## src/rtl/ttx_pkg.sv

```systemverilog
// Shared types for the truth-table extractor: FSM states, row/code types
// and the mapping from row index to table bit position.
package ttx_pkg;

    localparam int N_ROWS = 16;

    typedef logic [3:0]  row_t;
    typedef logic [15:0] tt_code_t;

    typedef enum logic [1:0] {
        IDLE,
        HOLD,
        SAMPLE,
        FINISH
    } state_t;

    // Row 0 lands in the MSB so the code reads left to right in row order.
    function automatic row_t row_bit(input row_t r);
        return row_t'(N_ROWS - 1) - r;
    endfunction

endpackage

```

## src/rtl/ttx_settle_timer.sv

```systemverilog
// Loadable down-counter timing the settle hold of each row; zero flags the
// last hold cycle.
module ttx_settle_timer #(
    parameter int SETTLE_CYCLES = 2
) (
    input  logic clk,
    input  logic rst,
    input  logic load,
    input  logic en,
    output logic zero
);

    // Loading SETTLE_CYCLES-1 makes zero coincide with the final hold cycle.
    localparam logic [7:0] LOAD_VAL = (SETTLE_CYCLES > 0) ? 8'(SETTLE_CYCLES - 1) : 8'd0;

    logic [7:0] count;

    always_ff @(posedge clk) begin
        if (rst) begin
            count <= 8'd0;
        end else if (load) begin
            count <= LOAD_VAL;
        end else if (en && (count != 8'd0)) begin
            count <= count - 8'd1;
        end
    end

    assign zero = (count == 8'd0);

endmodule

```

## src/rtl/truth_table_extractor.sv

```systemverilog
// Sweeps all 16 input rows of a 4-input circuit and records its response as a
// 16-bit code. Defining TTX_COMPARE_EN adds comparison against an expected code.
//
// state  | meaning
// IDLE   | rows parked at 0, waiting for start
// HOLD   | row driven, waiting for the circuit to settle
// SAMPLE | last cycle of the row, out captured at its closing edge
// FINISH | table complete, one-cycle done pulse
module truth_table_extractor
    import ttx_pkg::*;
#(
    parameter int SETTLE_CYCLES = 2
) (
    input  logic     clk,
    input  logic     rst,
    input  logic     start,
    output logic     in1,
    output logic     in2,
    output logic     in3,
    output logic     in4,
    input  logic     out,
    output logic     busy,
    output logic     done,
    output tt_code_t table_o
`ifdef TTX_COMPARE_EN
    ,
    input  tt_code_t expected_i,
    output logic     match_o,
    output logic [4:0] mismatch_cnt_o,
    output row_t     first_bad_row_o
`endif
);

    localparam bit SKIP_HOLD = (SETTLE_CYCLES == 0);

    state_t   state;
    state_t   state_next;
    row_t     row;
    tt_code_t tbl;
    logic     timer_load;
    logic     timer_zero;
    logic     row_last;

    assign row_last = (row == row_t'(N_ROWS - 1));

    ttx_settle_timer #(
        .SETTLE_CYCLES(SETTLE_CYCLES)
    ) u_settle (
        .clk  (clk),
        .rst  (rst),
        .load (timer_load),
        .en   (state == HOLD),
        .zero (timer_zero)
    );

    always_comb begin
        state_next = state;
        timer_load = 1'b0;
        busy       = 1'b0;
        done       = 1'b0;
        unique case (state)
            IDLE: begin
                if (start) begin
                    state_next = SKIP_HOLD ? SAMPLE : HOLD;
                    timer_load = 1'b1;
                end
            end
            HOLD: begin
                busy = 1'b1;
                if (timer_zero) begin
                    state_next = SAMPLE;
                end
            end
            SAMPLE: begin
                busy = 1'b1;
                if (row_last) begin
                    state_next = FINISH;
                end else begin
                    state_next = SKIP_HOLD ? SAMPLE : HOLD;
                    timer_load = 1'b1;
                end
            end
            FINISH: begin
                done       = 1'b1;
                state_next = IDLE;
            end
            default: state_next = IDLE;
        endcase
    end

    always_ff @(posedge clk) begin
        if (rst) begin
            state <= IDLE;
            row   <= '0;
            tbl   <= '0;
        end else begin
            state <= state_next;
            case (state)
                IDLE: begin
                    if (start) begin
                        row <= '0;
                        tbl <= '0;
                    end
                end
                SAMPLE: begin
                    tbl[row_bit(row)] <= out;
                    if (!row_last) begin
                        row <= row + row_t'(1);
                    end
                end
                FINISH: row <= '0;
                default: ;
            endcase
        end
    end

    assign {in1, in2, in3, in4} = row;
    assign table_o = tbl;

`ifdef TTX_COMPARE_EN
    logic row_bad;

    assign row_bad = (out != expected_i[row_bit(row)]);

    // Rows are visited in ascending order, so the first mismatch is the lowest.
    always_ff @(posedge clk) begin
        if (rst || ((state == IDLE) && start)) begin
            match_o         <= 1'b0;
            mismatch_cnt_o  <= 5'd0;
            first_bad_row_o <= '0;
        end else if (state == SAMPLE) begin
            if (row_bad) begin
                mismatch_cnt_o <= mismatch_cnt_o + 5'd1;
                if (mismatch_cnt_o == 5'd0) begin
                    first_bad_row_o <= row;
                end
            end
            if (row_last) begin
                match_o <= (mismatch_cnt_o == 5'd0) && !row_bad;
            end
        end
    end
`endif

endmodule

```

## config.mk

```make
export PLATFORM = sky130hd
export DESIGN_NAME = truth_table_extractor
export DESIGN_NICKNAME = d
export VERILOG_FILES = /design/src/rtl/ttx_pkg.sv /design/src/rtl/ttx_settle_timer.sv /design/src/rtl/truth_table_extractor.sv
export SDC_FILE = /design/constraint.sdc
export NUM_CORES = 1
export LEC_CHECK = 0
export BUFFER_PORTS_ARGS = -buffer_cell sky130_fd_sc_hd__buf_2
export CAP_MARGIN = 20
export CORE_MARGIN = 3
export CORE_UTILIZATION = 55
export DETAILED_ROUTE_END_ITERATION = 12
export GPL_TIMING_DRIVEN = 0
export PLACE_DENSITY = 0.89
export REMOVE_ABC_BUFFERS = 1
export SYNTH_ARGS = -nofsm -noshare
export SYNTH_HDL_FRONTEND = slang
export SYNTH_SLANG_ARGS = --single-unit
export TNS_END_PERCENT = 30
```

## constraint.sdc

```tcl
create_clock -name clk -period 2.06 [get_ports clk]
set_input_delay 0.309 -clock clk [delete_from_list [all_inputs] [get_ports clk]]
set_output_delay 0.309 -clock clk [all_outputs]
set_load 0.02 [all_outputs]
```

==> flow_metrics.env, run 1 <==
export IMPL_worst_path_max_fanout=8
export IMPL_r2r_start="u_settle.count[1]$_SDFFE_PP0P_"
export IMPL_dpl_cell_count=226
export IMPL_max_stage_delay_ns=0.42
export IMPL_drt_initial_drc_count=70
export IMPL_grt_pass1_vias=1358
export IMPL_synth_cell_types=37
export IMPL_hold_viol_final=0
export IMPL_cp_cell_sequence="inv_1 > ha_1 > or3b_4 > o31a_4 > or4_1 > a21oi_1"
export IMPL_finClkSkew_ns=0.00456
export IMPL_synth_xor_area_share_pct=4.51
export IMPL_root_buffer="clkbuf_4"
export IMPL_synth_adder_area_share_pct=8.06
export IMPL_worstHoldStart="start"
export IMPL_drive_gt1_share_pct=22.1
export IMPL_setup_ws_ns=0.112
export IMPL_tightest_slew_ns=0.686
export IMPL_grt_max_degree=23
export IMPL_startpoint_type="flip-flop"
export IMPL_rows=18
export IMPL_dpl_worst_slack_ns=-0.179
export IMPL_syn_inst=181
export IMPL_grt_util_all_layers_pct=23.0
export IMPL_core_um2=2590
export IMPL_area_growth_syn_to_layout_pct=15.1
export IMPL_synth_area_mux_share_pct=1.29
export IMPL_avgSynthCellArea_um2=8.58
export IMPL_rsz0062_at_grt="true"
export IMPL_gp_congestion=0.784
export IMPL_vias_per_cell=5.98
export IMPL_cap_violations=0
export IMPL_initial_utilization_pct=60.0
export IMPL_numCtsBuffers=5
export IMPL_synth_simple_area_share_pct=17.8
export IMPL_max_vdd_ir_drop_uv=987
export IMPL_path_class="flip-flop to flip-flop"
export IMPL_clk_path_buf_depth=2
export IMPL_grt_pass1_wl_um=6030
export IMPL_netlist_area_leader_share_pct=38.7
export IMPL_tritoncts="yes"
export IMPL_async_flop_share_pct=0
export IMPL_die_h_um=59.1
export IMPL_post_cts_buffers=0
export IMPL_cp_required_ns=2.33
export IMPL_synth_ff_latch_count=30
export IMPL_critPathLaunch="u_settle.count[1]$_SDFFE_PP0P_"
export IMPL_vias=1399
export IMPL_setup_viol=0
export IMPL_drtPass1Iterations=4
export IMPL_final_area_um2=1790
export IMPL_wl_per_cell_um=15.7
export IMPL_yosysTopAreaCell="dfxtp_1"
export IMPL_synth_compound_area_share_pct=25.5
export IMPL_finalHoldWorstSlack_ns=0.346
export IMPL_status="finished, final reports clean"
export IMPL_clkSinkCount=30
export IMPL_postPlaceCellArea_um2=1680
export IMPL_globalRouteOverflowTotal=0
export IMPL_ys_seq_area_share_pct=38.7
export IMPL_leakage_nw=0.695
export IMPL_period_needed_ns=1.95
export IMPL_ys_warn_count=0
export IMPL_dpl_hpwl_um=2660
export IMPL_die_area_um2=3500
export IMPL_drc_errors=0
export IMPL_synth_flop_cell="dfxtp_1"
export IMPL_antennaDiodeCount=0
export IMPL_synthesis_area_um2=1550
export IMPL_synth_common_cells="dfxtp_1 (30), a21oi_1 (19), o21ai_0 (18), nand2_1 (17), a21boi_0 (15)"
export IMPL_synth_edf_count=0
export IMPL_slew_headroom_pct=53.4
export IMPL_h_tree_depth=2
export IMPL_slew_viol_final=0
export IMPL_synth_area_top_cells="dfxtp_1 (39%), ha_1 (8.1%), a21boi_0 (7.3%)"
export IMPL_die_w_um=59.1
export IMPL_layout_nets=217
export IMPL_arrival_ns=2.22
export IMPL_min_path_type="input pin to flip-flop"
export IMPL_ant_nets=0
export IMPL_fin_util_pct=69.0
export IMPL_crit_path_end_kind="flip-flop"
export IMPL_ios=26
export IMPL_cts_hold_buf=0
export IMPL_crit_slowest_cell="or3b_4"
export IMPL_synth_top_family_by_area="compound AO/OA/AOI/OAI gates"
export IMPL_clock_latency_ns=0.33
export IMPL_antenna_found_initial=0
export IMPL_power_density_nw_per_um2=1140
export IMPL_synth_most_common_cell="dfxtp_1"
export IMPL_min_period_over_period_pct=94.6
export IMPL_fin_cells=234
export IMPL_fill_cells=181
export IMPL_clkSlewWorstSetupHoldPaths_ns=0.09
export IMPL_fmax_mhz=513
export IMPL_wl_um=3660
export IMPL_numPortBuffers=25
-- layout make-up --
class	count	area [um2]	share of cell area (%)
multi-input combinational	134	917	51.3
tap	30	37.5	2.10
sequential	30	603	33.7
timing repair buffer	25	125	7.00
clock buffer	8	78.8	4.41
inverter	7	26.3	1.47
-- critical path: cells and delay by family (launching register included) --
family / cells / cell delay, ns
AO/OA/AOI/OAI: 2 / 0.47
AND/OR/NAND/NOR: 2 / 0.82
adder cells (fa/ha/maj): 1 / 0.16
buffers and inverters: 1 / 0.08
flip-flops: 1 / 0.35
-- final timing paths --
kind | end | slack (ns) | cells after the start
worst max-delay path | state[1]$_SDFFE_PP0P_ | 0.11 | 6
worst min-delay path | u_settle.count[0]$_SDFFE_PP0P_ | 0.35 | 3
worst max register to register | state[1]$_SDFFE_PP0P_ | 0.11 | 6
worst min register to register | table_o[3]$_SDFFE_PP0P_ | 0.48 | 2
-- registers in the layout (all words and copies together), names as in the netlist --
name            count
row                 4
u_settle.count      8
state               2
table_o            16
-- where the power goes --
group | internal (mW) | leakage, nW | total [mW] | switching [mW]
sequential | 0.653 | 0.243 | 0.746 | 0.0930
clock | 0.233 | 0.0446 | 0.434 | 0.201
combinational | 0.378 | 0.407 | 0.868 | 0.490
total | 1.26 | 0.695 | 2.05 | 0.783
-- through the flow --
stage,total power [mW],setup TNS (ns)
2_1_floorplan,1.36,0
3_3_place_gp,1.49,0
3_5_place_dp,1.56,-1.59
4_1_cts,2.01,0
5_1_grt,2.18,-0.00989
6_report,2.05,0
-- per-layer routing --
layer	track usage (%)	vias to the layer above	routed length, um
met4	12.0	0	107
li1	-	682	-
met5	0	-	0
met2	38.5	50	1860
met3	6.97	14	233
met1	26.3	653	1470
-- cell families (layout without fill, tap and decap cells) --
group | count (synthesis) | count (layout)
AO/OA/AOI/OAI | 63 | 63
XOR/XNOR | 8 | 8
adder cells (fa/ha/maj) | 10 | 10
buffers and inverters | 17 | 40
flip-flops | 30 | 30
multiplexers | 2 | 2
AND/OR/NAND/NOR | 51 | 51
-- layout by cell type (no fill, tap or decap), types with 2 or more instances in the layout --
cell type  instances
a21boi_0          15
a21oi_1           19
a22oi_1            2
buf_2             25
clkbuf_4           5
clkbuf_8           3
dfxtp_1           28
dfxtp_2            2
ha_1               9
inv_1              6
nand2_1           17
nand3_1            2
nor2_1            12
nor2b_1            2
nor3b_1            5
o21ai_0           18
o31ai_1            2
xnor2_1            5
xor2_1             3
-- repair_timing --
item                                    CTS  global route
resized for setup                         2             7
endpoints found under the setup margin   17            22
pin swaps                                 0             1
Note: power is estimated with default switching activity, not from simulation.
==> run 2: changes to the inputs <==
CELL_PAD_IN_SITES_DETAIL_PLACEMENT = 0   (was default)
CELL_PAD_IN_SITES_GLOBAL_PLACEMENT = 1   (was default)
CORE_MARGIN = default   (was 3)
CORE_UTILIZATION = 41   (was 55)
==> flow_metrics.env, run 2 (synthesis gave the netlist of run 1 again) <==
export IMPL_grt_pass1_wl_um=5970
export IMPL_antennaDiodeCount=0
export IMPL_grt_util_all_layers_pct=18.8
export IMPL_period_needed_ns=1.92
export IMPL_p_sw_share_pct=35.9
export IMPL_numPortBuffers=25
export IMPL_leakage_nw=0.704
export IMPL_grtUsageMet1_pct=23.4
export IMPL_rows=21
export IMPL_startpoint_type="flip-flop"
export IMPL_post_cts_buffers=0
export IMPL_gp_congestion=0.748
export IMPL_vias_per_cell=5.42
export IMPL_ant_nets=0
export IMPL_busiest_layer="met2"
export IMPL_drtPass1Iterations=4
export IMPL_drt_initial_drc_count=56
export IMPL_final_area_um2=1820
export IMPL_globalRouteOverflowTotal=0
export IMPL_core_um2=3470
export IMPL_max_vdd_ir_drop_uv=519
export IMPL_crit_path_end_kind="flip-flop"
export IMPL_fin_setup_tns_ns=0
export IMPL_status="finished, final reports clean"
export IMPL_layout_nets=217
export IMPL_hold_viol_final=0
export IMPL_arrival_ns=2.13
export IMPL_path_class="flip-flop to flip-flop"
export IMPL_die_w_um=63.5
export IMPL_cap_violations=0
export IMPL_h_tree_depth=2
export IMPL_clk_path_buf_depth=2
export IMPL_clkPwrFrac_pct=26.2
export IMPL_setup_viol=0
export IMPL_clkSinkCount=30
export IMPL_finalHoldWorstSlack_ns=0.414
export IMPL_grt_pass1_vias=1326
export IMPL_initial_utilization_pct=44.8
export IMPL_wl_per_cell_um=13.5
export IMPL_tritoncts="yes"
export IMPL_pwr_share_seq_pct=34.9
export IMPL_power_density_nw_per_um2=1150
export IMPL_numCtsBuffers=5
export IMPL_mostFrequentLayoutCell="dfxtp_1"
export IMPL_postPlaceCellArea_um2=1700
export IMPL_largest_register_ffs=16
export IMPL_tightest_slew_ns=0.701
export IMPL_dpl_hpwl_um=2420
export IMPL_clock_latency_ns=0.27
export IMPL_area_growth_syn_to_layout_pct=17.3
export IMPL_mostFrequentLayoutCells="dfxtp_1 (30), buf_2 (25), a21oi_1 (19)"
export IMPL_p_int_mw=1.34
export IMPL_gr_usage_met2_pct=31.3
export IMPL_vias=1355
export IMPL_drive_gt1_share_pct=20.1
export IMPL_die_area_um2=4040
export IMPL_p_sw_uw=752
export IMPL_slew_headroom_pct=52.4
export IMPL_clkSlewWorstSetupHoldPaths_ns=0.06
export IMPL_wl_um=3380
export IMPL_drc_errors=0
export IMPL_finalPower_mw=2.10
export IMPL_slew_viol_final=0
export IMPL_cts_hold_buf=0
export IMPL_use_met3_pct=4.89
export IMPL_cp_required_ns=2.27
export IMPL_combPwrFrac_pct=38.9
export IMPL_finClkSkew_ns=0.00383
export IMPL_min_path_type="input pin to flip-flop"
export IMPL_fmax_mhz=520
export IMPL_die_h_um=63.5
export IMPL_root_buffer="clkbuf_8"
export IMPL_rsz0062_at_grt="false"
export IMPL_antenna_found_initial=0
export IMPL_worst_path_max_fanout=8
export IMPL_grt_max_degree=23
export IMPL_ios=26
export IMPL_min_period_over_period_pct=93.4
run 2: area by class of cell:
| cell class | instances | area [um2] |
|---|---|---|
| Sequential cell | 30 | 601 |
| Fill cell | 363 | 1650 |
| Multi-Input combinational cell | 134 | 902 |
| Inverter | 7 | 26.3 |
| Tap cell | 46 | 57.6 |
| Timing Repair Buffer | 25 | 125 |
| Clock buffer | 8 | 110 |
run 2: routing by layer:
| metal | wire length (um) | part of all wire [%] | up-vias |
|---|---|---|---|
| met1 | 1580 | 47 | 645 |
| li1 | - | - | 679 |
| met5 | 0 | 0 | - |
| met4 | 45 | 1.3 | 0 |
| met2 | 1640 | 49 | 25 |
| met3 | 119 | 3.5 | 6 |
run 2: path summary, 6_finish.rpt:
| path | slack (ns) | cells past startpoint | start | end |
|---|---|---|---|---|
| worst max-delay path | 0.14 | 6 | u_settle.count[0]$_SDFFE_PP0P_ | state[1]$_SDFFE_PP0P_ |
| worst min-delay path | 0.41 | 2 | rst | table_o[0]$_SDFFE_PP0P_ |
| worst max register to register | 0.14 | 6 | u_settle.count[0]$_SDFFE_PP0P_ | state[1]$_SDFFE_PP0P_ |
| worst min register to register | 0.47 | 2 | table_o[10]$_SDFFE_PP0P_ | table_o[10]$_SDFFE_PP0P_ |
run 2: power by group through the flow:
stage                     registers (mW)  logic (mW)  clock network (mW)
after floorplan                    0.741       0.619                   0
after global placement             0.733       0.781                   0
after detailed placement           0.741       0.802                   0
after CTS                          0.728       0.813               0.564
after global routing               0.747       0.914               0.601
final                              0.733       0.815               0.548
run 2: what timing repair did:
action                                  CTS  global route
resized for setup                         1             3
endpoints found under the setup margin   16            21
pin swaps                                 0             1
run 2: per-stage QoR:
stage	std cells	utilization, %	setup slack (ns)
after floorplan	171	-	0.208
after global placement	242	48.9	-0.0564
after detailed placement	242	48.9	-0.142
after CTS	250	52.2	0.00577
after global routing	250	52.5	0.0414
final	250	52.5	0.137
run 2: critical path, cell delays in order (launching register included):
cell	delay, ns
dfxtp_1	0.34
inv_1	0.09
ha_1	0.14
or3b_4	0.40
o31a_4	0.33
or4_1	0.41
a21oi_1	0.15
